### src/rtl/alu_share_arbiter.sv
// rtl/alu_share_arbiter.sv - round-robin arbiter sharing one combinational ALU between requesters
//
// Purpose:
//   Picks one of NUM_REQ requesters per cycle (round-robin, valid/ready), muxes its
//   operands and command onto the shared ALU, and captures the ALU result into a
//   single-entry response register tagged with the requester index.
//
// Ports:
//   clk, rst_n            clock, synchronous active-low reset
//   req_valid/req_ready   per-requester handshake (at most one ready bit high)
//   req_val1/req_val2     packed operands, requester i at [i*WORD_LEN +: WORD_LEN]
//   req_cmd               per-requester ALU command
//   req_lock              (ALU_ARB_LOCK_EN only) keep priority after a transfer
//   alu_val1/2, alu_cmd   drive to the shared ALU
//   alu_out               result from the shared ALU
//   rsp_valid/rsp_ready   response handshake
//   rsp_data/rsp_id       registered result and issuing requester index
//   flush                 discard the pending response, block transfers this cycle
//
// Optional feature macro: ALU_ARB_LOCK_EN (adds req_lock).

package alu_share_pkg;
    localparam int WORD_LEN = 32;

    typedef enum logic [3:0] {
        EXE_ADD = 4'd0,
        EXE_SUB = 4'd1,
        EXE_AND = 4'd2,
        EXE_OR  = 4'd3,
        EXE_XOR = 4'd4,
        EXE_SLL = 4'd5,
        EXE_SRL = 4'd6,
        EXE_SLT = 4'd7
    } execmd_t;
endpackage

module alu_share_arbiter
    import alu_share_pkg::*;
#(
    parameter int NUM_REQ = 4,
    parameter int ID_W    = $clog2(NUM_REQ)
) (
    input  logic                        clk,
    input  logic                        rst_n,
    input  logic [NUM_REQ-1:0]          req_valid,
    output logic [NUM_REQ-1:0]          req_ready,
    input  logic [NUM_REQ*WORD_LEN-1:0] req_val1,
    input  logic [NUM_REQ*WORD_LEN-1:0] req_val2,
    input  execmd_t                     req_cmd [NUM_REQ],
`ifdef ALU_ARB_LOCK_EN
    input  logic [NUM_REQ-1:0]          req_lock,
`endif
    output logic [WORD_LEN-1:0]         alu_val1,
    output logic [WORD_LEN-1:0]         alu_val2,
    output execmd_t                     alu_cmd,
    input  logic [WORD_LEN-1:0]         alu_out,
    output logic                        rsp_valid,
    input  logic                        rsp_ready,
    output logic [WORD_LEN-1:0]         rsp_data,
    output logic [ID_W-1:0]             rsp_id,
    input  logic                        flush
);

    typedef enum logic {
        ST_EMPTY = 1'b0,
        ST_FULL  = 1'b1
    } state_t;

    localparam logic [ID_W:0]   NUM_REQ_W = (ID_W+1)'(NUM_REQ);
    localparam logic [ID_W-1:0] LAST_ID   = ID_W'(NUM_REQ - 1);

    state_t                state_q, state_d;
    logic [ID_W-1:0]       rr_ptr_q, rr_ptr_d;
    logic [ID_W-1:0]       rsp_id_q, rsp_id_d;
    logic [WORD_LEN-1:0]   rsp_data_q, rsp_data_d;

    logic                  grant_found;
    logic [ID_W-1:0]       grant_id;
    logic [ID_W:0]         cand_sum;
    logic                  can_accept;
    logic                  xfer;

    // Round-robin search starting at rr_ptr, wrapping modulo NUM_REQ.
    always_comb begin
        grant_found = 1'b0;
        grant_id    = '0;
        cand_sum    = '0;
        for (int k = 0; k < NUM_REQ; k++) begin
            cand_sum = {1'b0, rr_ptr_q} + (ID_W+1)'(k);
            if (cand_sum >= NUM_REQ_W) begin
                cand_sum = cand_sum - NUM_REQ_W;
            end
            if (!grant_found && req_valid[cand_sum[ID_W-1:0]]) begin
                grant_found = 1'b1;
                grant_id    = cand_sum[ID_W-1:0];
            end
        end
    end

    // The winner drives the ALU even when it cannot be accepted this cycle;
    // the result is simply not captured.
    always_comb begin
        alu_val1 = '0;
        alu_val2 = '0;
        alu_cmd  = EXE_ADD;
        for (int k = 0; k < NUM_REQ; k++) begin
            if (grant_found && (grant_id == ID_W'(k))) begin
                alu_val1 = req_val1[k*WORD_LEN +: WORD_LEN];
                alu_val2 = req_val2[k*WORD_LEN +: WORD_LEN];
                alu_cmd  = req_cmd[k];
            end
        end
    end

    assign rsp_valid = (state_q == ST_FULL);
    assign rsp_data  = rsp_data_q;
    assign rsp_id    = rsp_id_q;

    // A draining response frees the register in the same cycle, so a new
    // result can be loaded back-to-back.
    assign can_accept = (state_q == ST_EMPTY) || (rsp_valid && rsp_ready);

    always_comb begin
        req_ready = '0;
        if (rst_n && grant_found && can_accept && !flush) begin
            req_ready[grant_id] = 1'b1;
        end
    end

    assign xfer = |req_ready;

    always_comb begin
        state_d    = state_q;
        rr_ptr_d   = rr_ptr_q;
        rsp_data_d = rsp_data_q;
        rsp_id_d   = rsp_id_q;

        if (flush) begin
            state_d = ST_EMPTY;
        end else if (xfer) begin
            state_d    = ST_FULL;
            rsp_data_d = alu_out;
            rsp_id_d   = grant_id;
`ifdef ALU_ARB_LOCK_EN
            if (req_lock[grant_id]) begin
                rr_ptr_d = grant_id;
            end else begin
                rr_ptr_d = (grant_id == LAST_ID) ? '0 : grant_id + 1'b1;
            end
`else
            rr_ptr_d = (grant_id == LAST_ID) ? '0 : grant_id + 1'b1;
`endif
        end else if (rsp_valid && rsp_ready) begin
            state_d = ST_EMPTY;
        end
    end

    always_ff @(posedge clk) begin
        if (!rst_n) begin
            state_q    <= ST_EMPTY;
            rr_ptr_q   <= '0;
            rsp_data_q <= '0;
            rsp_id_q   <= '0;
        end else begin
            state_q    <= state_d;
            rr_ptr_q   <= rr_ptr_d;
            rsp_data_q <= rsp_data_d;
            rsp_id_q   <= rsp_id_d;
        end
    end

endmodule

### config.mk
export PLATFORM = sky130hd
export DESIGN_NAME = alu_share_arbiter
export DESIGN_NICKNAME = d
export VERILOG_FILES = /design/src/rtl/alu_share_arbiter.sv
export SDC_FILE = /design/constraint.sdc
export NUM_CORES = 1
export LEC_CHECK = 0
export CELL_PAD_IN_SITES_DETAIL_PLACEMENT = 1
export CELL_PAD_IN_SITES_GLOBAL_PLACEMENT = 2
export CORE_ASPECT_RATIO = 1.4
export CORE_MARGIN = 2
export CORE_UTILIZATION = 12
export DETAILED_ROUTE_END_ITERATION = 6
export GPL_ROUTABILITY_DRIVEN = 0
export GPL_TIMING_DRIVEN = 0
export HOLD_SLACK_MARGIN = 0.12
export PLACE_DENSITY_LB_ADDON = 0.1
export REMOVE_ABC_BUFFERS = 1
export SYNTH_ARGS = -nofsm -noshare
export SYNTH_HDL_FRONTEND = slang
export SYNTH_SLANG_ARGS = --single-unit
### constraint.sdc
create_clock -name clk -period 5.16 [get_ports clk]
set_input_delay 1.548 -clock clk [delete_from_list [all_inputs] [get_ports clk]]
set_output_delay 1.548 -clock clk [all_outputs]
set_load 0.005 [all_outputs]
==> impl_metrics.csv <==
group,metric,value,unit
power_and_ir_drop,p_per_area,199,mW/mm^2
sta,setup_ws,-7.16,ps
worst_setup_path,crit_type,"in2out",
layout,drive_gt1_share,29.7,%
place,dp_hpwl,22.9,mm
floorplan,rows,76,
power_and_ir_drop,p_seq_share,15.3,%
cts,cts_tree,"yes",
hold_path,min_path_type,"reg2reg",
power_and_ir_drop,total_leakage_power,3.67,nW
floorplan,ios,419,
cts,postCtsHoldBufs,0,
synth,synth.largest_area_cell,"dfxtp_1",
cts,clk_pin_slew,50,ps
floorplan,initial_core_util,12.1,%
sta,fmax,194,MHz
route,post_drt_wl_per_cell,25.6,um
sta,slew_headroom,51.8,%
worst_setup_path,crit_family,"buffers and inverters",
worst_setup_path,cpMaxStageDelayCell,"o32ai_4",
global_route,gr-total-overflow,0,
synth,synth_cell_types,32,
floorplan,fp.dieW,152,um
worst_setup_path,critPathRequiredTime,3610,ps
layout,nNetsFinal,1282,
global_route,track_usage,20.4,%
synth,synth_top_area_share,20.1,%
sta,hold_viol,0,
cts,root_buffer,"clkbuf_16",
synth,ys_warn_count,0,
worst_setup_path,critPathMaxFanout,7,
worst_setup_path,endpoint_kind,"output port",
route,dr.pass1.iters,4,
power_and_ir_drop,p_switching,0.000735,W
global_route,grt_pass1_vias,6912,
layout,n_fill_cell,3498,
floorplan,fp.dieH,212,um
route,drt_iter0_drc,165,
floorplan,core_area,0.0305,mm^2
place,dp_slack,-1860,ps
sta,setup_viol,1,
power_and_ir_drop,clkPwrFrac,15.0,%
floorplan,dieArea,0.0322,mm^2
job,maxCapViolCount,0,
layout,area_delta_synth_final,179,%
place,portBuffers,418,
power_and_ir_drop,pwr-share-comb,69.7,%
sta,min_period,5170,ps
sta,worst-slew-pin-transition,724,ps
status,status,"complete, but fails checks",
power_and_ir_drop,intPower,0.00131,W
cts,h-tree-depth,2,
synth,syn_area,0.00369,mm^2
sta,drv_slew,0,
sta,rsz0062_at_grt,"yes",
route,num_vias,6276,
power_and_ir_drop,p_sw_share,35.9,%
synth,syn_avg_cell_area,7.19,um^2
synth,ys_seq_area_share,20.1,%
worst_setup_path,cp_cell_sequence,"buf_12 > a21oi_2 > o21a_1 > o22ai_4 > buf_6 > ha_4 > buf_16 > nor2b_4 > buf_6 > buf_8 > buf_16 > a221oi_4 > o32ai_4 > buf_2",
layout,regArea,741,um^2
route,drc_errors,0,
sta,fin_hold_ws,453,ps
cts,cts_inserted_buffers,5,
sta,period_share,100,%
sta,finalClockSkew,1.93,ps
global_route,antenna_found_initial,14,
synth,syn_inst,514,
worst_setup_path,arrival,3620,ps
worst_setup_path,slowest_delay,310,ps
synth,synth-seq-cells,37,
route,avgViaCountPerCell,4.59,
global_route,grt_pass1_wl,48.8,mm
synth,netlist_top_cells_area,"dfxtp_1 20%, a221oi_1 16%, o32ai_1 16%",
cts,clock_latency,280,ps
cts,cts_buffer_depth,2,
power_and_ir_drop,p_total,0.00205,W
worst_setup_path,start_kind,"input port",
cts,cts_sinks,37,
layout,multi_input_area,0.00368,mm^2
worst_setup_path,crit_buf_inv,7,
route,wirelength,35.1,mm
status,violations,"setup timing",
sta,tns,-7.16,ps
global_route,grt_max_degree,69,
power_and_ir_drop,ir_worst_vdd,0.212,mV
route,antenna_left,0,
[power by group through the flow]
| stage | logic, W | registers [W] | clock network (W) |
|---|---|---|---|
| floorplan | 0.000353 | 0.000319 | 0 |
| CTS | 0.00134 | 0.000314 | 0.000324 |
| finish | 0.00143 | 0.000314 | 0.000308 |
| detailed placement | 0.00107 | 0.000319 | 0 |
| global placement | 0.00103 | 0.000318 | 0 |
| global route | 0.00151 | 0.000316 | 0.000328 |
[placed cells by master, fill, tap and decap left out, drive strengths merged]
master / n
buf: 147
or2: 4
o32ai: 67
dlymetal6s2s: 1
clkdlybuf4s50: 343
dfxtp: 37
nor2b: 69
nor4: 3
ha: 4
a21boi: 35
clkdlybuf4s15: 3
bufbuf: 1
o21a: 1
nor3b: 1
nand2b: 1
clkbuf: 18
nand2: 137
dlygate4sd2: 2
and2: 4
nor3: 2
nor2: 4
or4: 1
mux2i: 2
o22ai: 3
o221ai: 1
a221oi: 67
o21ai: 2
inv: 3
diode: 11
a21oi: 2
a31o: 1
[metrics by stage]
| stage | util [%] | instance area [um^2] | instances |
|---|---|---|---|
| floorplan | - | 3410 | 449 |
| global route | 33.8 | 10300 | 1365 |
| finish | 33.8 | 10300 | 1367 |
| CTS | 32.4 | 9890 | 1346 |
| detailed placement | 27.4 | 8350 | 1270 |
| global placement | 26.5 | 8080 | 1257 |
[cells in the mapped netlist]
| cell | instances |
|---|---|
| a21boi_0 | 1 |
| a21boi_1 | 34 |
| a21oi_1 | 2 |
| a221oi_1 | 67 |
| a31o_1 | 1 |
| and2_1 | 4 |
| buf_1 | 1 |
| buf_2 | 12 |
| buf_4 | 4 |
| buf_6 | 1 |
| clkbuf_1 | 47 |
| dfxtp_1 | 37 |
| ha_1 | 4 |
| inv_1 | 3 |
| mux2i_1 | 2 |
| nand2_1 | 137 |
| nand2b_1 | 1 |
| nor2_1 | 4 |
| nor2b_1 | 69 |
| nor3_1 | 1 |
| nor3_2 | 1 |
| nor3b_1 | 1 |
| nor4_2 | 1 |
| nor4_4 | 2 |
| o21a_1 | 1 |
| o21ai_0 | 2 |
| o221ai_1 | 1 |
| o22ai_1 | 3 |
| o32ai_1 | 67 |
| or2_1 | 1 |
| or2_2 | 1 |
| or4_1 | 1 |
[worst register-to-register path, delay by kind of cell (launching register included)]
kind / cells / cell delay, ps
compound gates: 1 / 120
fa+ha+maj: 1 / 160
buf+inv: 7 / 750
flops: 1 / 550
mux: 1 / 280
simple gates: 5 / 1640
[kinds of logic after synthesis]
logic type	Yosys count	share of synthesized area, %
compound gates	179	40.6
fa+ha+maj	4	1.36
buf+inv	68	7.93
flops	37	20.1
mux	2	0.542
simple gates	224	29.5
[path summary, 6_finish.rpt]
kind           startpoint            to  slack, ps  cells past startpoint
min reg2reg  rsp_data[29]  rsp_data[29]        450                      2
min          rsp_data[29]  rsp_data[29]        450                      2
max          req_valid[0]   alu_val2[3]         -7                     14
max reg2reg   rr_ptr_q[1]   rr_ptr_q[0]       1540                     15
[what timing repair did]
item	in CTS	in global routing
cloned	14	2
setup endpoints to repair	108	68
setup buffers	56	10
gates resized for setup	392	94
pin swaps	39	38
[flip-flops by register name, summed over array words and instances, names as in the netlist]
signal and cells:
rsp_data 32, rr_ptr_q 2, rsp_valid 1, rsp_id 2
[final cells by class]
type	count	area share (%)
timing repair buffer	508	50.6
clock buffer	7	1.38
antenna	11	0.267
inverter	3	0.133
multi-input combinational	411	35.7
sequential	37	7.18
tap	390	4.73
[routing by layer]
metal | track usage (%) | wire length (um) | share of wire (%) | vias up
li1 | - | - | - | 2875
met1 | 22.3 | 12900 | 37 | 3051
met2 | 37.3 | 18300 | 52 | 293
met3 | 6.33 | 2850 | 8.1 | 47
met4 | 6.64 | 944 | 2.7 | 10
met5 | 0 | 50 | 0.14 | -
Note: power is estimated with default switching activity, not from simulation.
